==> src/rtl/ghash_seq_ctrl.sv <==
// Sequencer for one streaming GHASH core in a GCM operation: forwards zero-masked
// AAD/text blocks, counts bit lengths, appends len(A)||len(C) and returns S.
module ghash_seq_ctrl #(
   parameter int LEN_W = 64
) (
   input  logic           clk,
   input  logic           rst_n,
   input  logic           start,
   input  logic           abort,
   input  logic [127:0]   H,
   input  logic           blk_valid,
   output logic           blk_ready,
   input  logic [127:0]   blk_data,
   input  logic [4:0]     blk_bytes,
   input  logic           blk_is_aad,
   input  logic           blk_last,
   output logic           g_init,
   output logic [127:0]   g_H,
   output logic           g_valid,
   input  logic           g_ready,
   output logic [127:0]   g_data,
   output logic           g_last,
   input  logic [127:0]   g_Y,
   input  logic           g_Y_valid,
   output logic           s_valid,
   input  logic           s_ready,
   output logic [127:0]   s_data,
   output logic           busy,
   output logic           err
);

   typedef enum logic [2:0] {
      S_IDLE = 3'd0,
      S_INIT = 3'd1,
      S_DATA = 3'd2,
      S_LEN  = 3'd3,
      S_WAIT = 3'd4,
      S_DONE = 3'd5
   } state_t;

   state_t             state_q, state_d;
   logic [127:0]       g_h_q, g_h_d;
   logic [LEN_W-1:0]   aad_bits_q, aad_bits_d;
   logic [LEN_W-1:0]   txt_bits_q, txt_bits_d;
   logic               seen_txt_q, seen_txt_d;
   logic               err_q, err_d;
   logic [127:0]       s_data_q, s_data_d;

   logic               blk_ready_s;
   logic               g_valid_s;
   logic [127:0]       g_data_s;
   logic               g_last_s;
   logic               g_init_s;
   logic               abort_s;
   logic               hs_s;
   logic [LEN_W-1:0]   add_bits_s;

   // Byte 0 sits in the top byte; bytes at index >= n are forced to zero.
   function automatic logic [127:0] mask_block(input logic [127:0] d, input logic [4:0] n);
      logic [127:0] m;
      m = 128'd0;
      for (int i = 0; i < 16; i++) begin
         if (5'(i) < n) begin
            m[127-8*i -: 8] = d[127-8*i -: 8];
         end else begin
            m[127-8*i -: 8] = 8'd0;
         end
      end
      return m;
   endfunction

   // Core-facing and block-facing handshake outputs, decoded from the current state.
   always_comb begin
      blk_ready_s = 1'b0;
      g_valid_s   = 1'b0;
      g_data_s    = 128'd0;
      g_last_s    = 1'b0;
      case (state_q)
         S_DATA: begin
            // Empty final blocks never reach the core, so they must not wait on it.
            blk_ready_s = (blk_bytes == 5'd0) ? 1'b1 : g_ready;
            g_valid_s   = blk_valid & (blk_bytes != 5'd0);
            g_data_s    = mask_block(blk_data, blk_bytes);
         end
         S_LEN: begin
            g_valid_s = 1'b1;
            g_data_s  = {aad_bits_q, txt_bits_q};
            g_last_s  = 1'b1;
         end
         default: begin
            blk_ready_s = 1'b0;
         end
      endcase
   end

   // Next-state and register update logic; abort overrides every transition.
   always_comb begin
      state_d    = state_q;
      g_h_d      = g_h_q;
      aad_bits_d = aad_bits_q;
      txt_bits_d = txt_bits_q;
      seen_txt_d = seen_txt_q;
      err_d      = err_q;
      s_data_d   = s_data_q;
      g_init_s   = 1'b0;
      abort_s    = abort & (state_q != S_IDLE);
      hs_s       = blk_valid & blk_ready_s;
      add_bits_s = LEN_W'({blk_bytes, 3'b000});
      if (abort_s) begin
         state_d  = S_IDLE;
         g_init_s = 1'b1;
      end else begin
         case (state_q)
            S_IDLE: begin
               if (start) begin
                  state_d    = S_INIT;
                  g_h_d      = H;
                  aad_bits_d = {LEN_W{1'b0}};
                  txt_bits_d = {LEN_W{1'b0}};
                  seen_txt_d = 1'b0;
                  err_d      = 1'b0;
               end else begin
                  state_d = S_IDLE;
               end
            end
            S_INIT: begin
               g_init_s = 1'b1;
               state_d  = S_DATA;
            end
            S_DATA: begin
               if (hs_s) begin
                  // AAD after text is still hashed and counted; only the flag records it.
                  if (blk_is_aad) begin
                     aad_bits_d = aad_bits_q + add_bits_s;
                     err_d      = err_q | seen_txt_q;
                  end else begin
                     txt_bits_d = txt_bits_q + add_bits_s;
                     seen_txt_d = 1'b1;
                  end
                  if (blk_last) begin
                     state_d = S_LEN;
                  end else begin
                     state_d = S_DATA;
                  end
               end else begin
                  state_d = S_DATA;
               end
            end
            S_LEN: begin
               if (g_ready) begin
                  state_d = S_WAIT;
               end else begin
                  state_d = S_LEN;
               end
            end
            S_WAIT: begin
               if (g_Y_valid) begin
                  s_data_d = g_Y;
                  state_d  = S_DONE;
               end else begin
                  state_d = S_WAIT;
               end
            end
            S_DONE: begin
               if (s_ready) begin
                  state_d = S_IDLE;
               end else begin
                  state_d = S_DONE;
               end
            end
            default: begin
               state_d = S_IDLE;
            end
         endcase
      end
   end

   // State and datapath registers with synchronous active-low reset.
   always_ff @(posedge clk) begin
      if (!rst_n) begin
         state_q    <= S_IDLE;
         g_h_q      <= 128'd0;
         aad_bits_q <= {LEN_W{1'b0}};
         txt_bits_q <= {LEN_W{1'b0}};
         seen_txt_q <= 1'b0;
         err_q      <= 1'b0;
         s_data_q   <= 128'd0;
      end else begin
         state_q    <= state_d;
         g_h_q      <= g_h_d;
         aad_bits_q <= aad_bits_d;
         txt_bits_q <= txt_bits_d;
         seen_txt_q <= seen_txt_d;
         err_q      <= err_d;
         s_data_q   <= s_data_d;
      end
   end

   assign blk_ready = blk_ready_s;
   assign g_valid   = g_valid_s;
   assign g_data    = g_data_s;
   assign g_last    = g_last_s;
   assign g_init    = g_init_s;
   assign g_H       = g_h_q;
   assign s_valid   = (state_q == S_DONE);
   assign s_data    = s_data_q;
   assign busy      = (state_q != S_IDLE);
   assign err       = err_q;

endmodule

==> config.mk <==
export PLATFORM = sky130hd
export DESIGN_NAME = ghash_seq_ctrl
export DESIGN_NICKNAME = d
export VERILOG_FILES = /design/src/rtl/ghash_seq_ctrl.sv
export SDC_FILE = /design/constraint.sdc
export NUM_CORES = 1
export LEC_CHECK = 0
export CAP_MARGIN = 5
export CORE_AREA = 3 3 308 310
export DETAILED_ROUTE_END_ITERATION = 16
export DIE_AREA = 0 0 311 313
export SLEW_MARGIN = 20
export SYNTH_ARGS = -nofsm -noshare
export SYNTH_HDL_FRONTEND = slang
export SYNTH_SLANG_ARGS = --single-unit
export TNS_END_PERCENT = 30
==> constraint.sdc <==
create_clock -name clk -period 4.29 [get_ports clk]
set_clock_uncertainty 0.2 [all_clocks]
set_input_delay 1.0725 -clock clk [delete_from_list [all_inputs] [get_ports clk]]
set_output_delay 1.0725 -clock clk [all_outputs]
set_load 0.02 [all_outputs]
==> impl_metrics.py <==
metrics = {
    "status": {
        "status": "finished clean",
    },
    "cells_and_area": {
        "fin_nets": 3377,
        "fin_cells": 4248,
        "multiInputGateArea_um2": 8600,
        "postLayoutCellArea_um2": 28300,
        "final_util_pct": 30.8,
        "drive_above_1_share_pct": 7.93,
        "nFillCells": 9891,
        "regArea_um2": 7670,
        "areaGrowthSynthToFinish_pct": 67.9,
    },
    "yosys": {
        "synth-simple-area-share_pct": 25.8,
        "netlist_instances": 2174,
        "synth-seq-cells": 383,
        "syn_avg_cell_area_um2": 7.76,
        "synth_compound_area_share_pct": 21.0,
        "synth_nets": 2585,
        "synthMuxAreaShare_pct": 0.534,
        "yosysWarnings": 0,
        "synthXorXnorAreaFrac_pct": 2.28,
        "synth_area_um2": 16900,
        "synthAdderAreaFrac_pct": 0.979,
        "ys_seq_area_share_pct": 45.4,
        "synth-edff-count": 0,
        "synth_top_family_by_area": "simple AND/OR/NAND/NOR gates",
        "synth_cell_types": 65,
        "synth_flop_cell": "dfxtp_1",
        "async_reset_ff_share_pct": 0,
    },
    "worst_setup_path": {
        "worstPathArrival_ns": 2.98,
        "reg2reg_depth": 9,
        "cp-start-kind": "primary input",
        "worst-r2r-setup-slack_ns": 1.28,
        "worstSetupPathType": "primary input to output pin",
        "required_ns": 3.02,
        "crit_path_max_fanout": 8,
        "worstSetupEndpointType": "output pin",
        "crit_path_cell_trace": "clkdlybuf4s50_1 > buf_4 > nand3_1 > buf_4 > a21oi_1 > buf_4 > a22o_1 > clkdlybuf4s15_1",
        "critPathMaxStageDelay_ns": 0.55,
        "cpMostUsedCell": "buf_4",
        "cp_slowest_cell": "clkdlybuf4s50_1",
        "r2r-end": "txt_bits_q[31]",
        "r2r-start": "txt_bits_q[3]",
    },
    "detailed_routing": {
        "wl_per_cell_um": 19.8,
        "drc": 0,
        "drt_iter0_markers": 1337,
        "drtPass1Iterations": 8,
        "vias_per_cell": 4.51,
        "vias": 19200,
        "wl_mm": 84.0,
        "ant_nets": 0,
    },
    "placement": {
        "place.gp.congestion": 0.950,
        "placed_cell_area_um2": 26700,
        "portBuffers": 789,
        "pre_cts_ws_ns": -0.397,
        "placedCellCount": 4159,
        "dp_hpwl_mm": 64.4,
    },
    "timing": {
        "worst_pin_slew_ns": 1.07,
        "fin_crit_ns": 4.26,
        "slew_headroom_pct": 28.7,
        "timing.fmax_ghz": 0.235,
        "hold_violations": 0,
        "maxSlewViolCount": 0,
        "rsz0062_at_grt": "yes",
        "post-route-period-util_pct": 99.2,
        "setup_viol": 0,
        "layout_setup_ws_ns": 0.0330,
        "whs_ns": 0.251,
    },
    "global_routing": {
        "antenna_found_initial": 12,
        "grt_pass1_vias": 18000,
        "grtUsageTotal_pct": 16.1,
        "grt_max_degree": 185,
        "grt_pass1_wl_mm": 121,
        "grt-ovfl-total": 0,
    },
    "power": {
        "leakage_nw": 10.5,
        "irDropWorstVdd_mv": 0.291,
        "power_density_nw_per_um2": 336,
    },
    "worst_hold_path": {
        "whs_path_depth": 2,
        "min_from": "g_H[92]",
        "hold_path_class": "register to register",
        "holdPathEnd": "g_H[92]",
    },
    "clocking": {
        "cts.sinks": 383,
        "cts_hold_buf": 0,
        "clk_latency_ns": 0.58,
        "cts_tree": "yes",
        "numCtsBuffers": 46,
        "clockBufferDepth": 3,
        "clk_pin_slew_worst_paths_ns": 0.06,
        "htreeDepth": 2,
        "cts_root_buf": "clkbuf_16",
    },
    "job": {
        "cap_violations": 0,
    },
    "floorplan": {
        "die_area_um2": 97300,
        "die_w_um": 311,
        "core-area_um2": 91900,
        "start_util_pct": 18.4,
        "rows": 111,
        "dieHeight_um": 313,
        "pin_count": 790,
    },
}
-- final cells by class --
class	count	area share [%]
Inverter	22	0.327
Multi-Input combinational cell	1617	30.3
Timing Repair Buffer	896	30.9
Clock buffer	60	4.57
Sequential cell	383	27.1
Antenna cell	3	0.0265
Tap cell	1243	5.49
Clock inverter	24	1.28
-- synth_stat cells, types with 8 or more instances --
cell      instances  area, um^2
dfxtp_1         383        7670
or4_1            23         173
inv_1            21        78.8
buf_2             8        40.0
nor4_1           23         144
xnor2_1          34         298
a21oi_1         314        1570
nor2_1           97         364
nand4_1          40         250
and2_1           15        93.8
xor2_1           10        87.6
and4_1            9        78.8
a31oi_1          18         113
nand2_1         598        2240
o21ai_0          54         270
o31ai_1          16         120
or2_2            13        81.3
a22o_1          113         990
o211ai_1         11        82.6
clkbuf_1        135         507
or3_1            10        62.6
nand3_1          53         265
ha_1             10         125
and3_1           24         150
mux2i_1           9        90.1
nor3_1           40         200
-- timing repair --
action / CTS / global route
buffers inserted: 2 / 0
endpoints found under the setup margin: 126 / 40
hold endpoints to repair: 0 / 0
gates resized for setup: 92 / 49
-- worst max-delay path: cells and delay by family --
kind / cells / cell delay (ns)
simple gates: 1 / 0.15
buf+inv: 5 / 1.44
compound gates: 2 / 0.31
-- layout by cell type, fill, tap and decap left out, types with 10 or more instances in the layout --
cell type        instances
nand2_1                596
dlymetal6s2s_1          28
a21oi_1                313
xnor2_1                 34
a31oi_1                 18
dfxtp_1                383
clkbuf_16               46
o31ai_1                 16
xor2_1                  10
and3_1                  24
ha_1                    10
a22o_1                 112
buf_12                  10
or4_1                   23
clkbuf_2                10
nor4_1                  23
inv_1                   20
nor3_1                  38
and2_1                  14
or2_2                   13
nand3_1                 53
o211ai_1                11
nand4_1                 40
dlygate4sd2_1           68
o21ai_0                 53
buf_4                   98
nor2_1                  94
clkdlybuf4s50_1        679
-- worst max path at each step --
stage | depth (start not counted) | endpoint | from | slack [ns]
after detailed placement | 9 | g_data[62] | blk_bytes[0] | -0.40
final | 8 | g_data[76] | blk_bytes[0] | 0.03
after global placement | 9 | g_data[60] | blk_bytes[0] | -0.42
after CTS | 9 | g_data[62] | blk_bytes[0] | -0.26
after floorplan | 10 | aad_bits_q[45] | blk_bytes[1] | 0.57
after global routing | 8 | g_data[76] | blk_bytes[0] | -0.06
-- per-layer routing --
metal	routed length, um	global-route usage (%)	vias to the layer above
li1	-	-	9200
met1	33700	19.4	9064
met2	41900	28.8	807
met3	6430	3.97	101
met4	1900	3.79	4
met5	19	0	-
-- power by group --
group | total [mW] | switching (mW) | leakage [nW] | internal, mW
logic | 1.53 | 0.790 | 6.60 | 0.737
clock network | 4.27 | 1.71 | 0.794 | 2.56
registers | 3.71 | 0.0526 | 3.10 | 3.66
-- sequential cells by signal (all words and copies together), names as in the netlist --
| register | count |
|---|---|
| err | 1 |
| g_H | 128 |
| aad_bits_q | 61 |
| s_data | 128 |
| txt_bits_q | 61 |
| state_q | 3 |
| seen_txt_q | 1 |
-- through the flow --
stage	total power [mW]	TNS, ns
floorplan	4.40	0
global placement	5.34	-23.35
detailed placement	5.35	-22.77
CTS	9.66	-2.05
global route	9.88	-0.105
finish	9.51	0
-- logic make-up after synthesis --
kind of cell	after synthesis
AOI/OAI and AO/OA	576
muxes	9
and+or+nand+nor	976
DFF	383
buffers and inverters	174
adders and majority gates	12
xor gates and xnor gates	44
No activity file was read; power rests on OpenSTA's default activity.
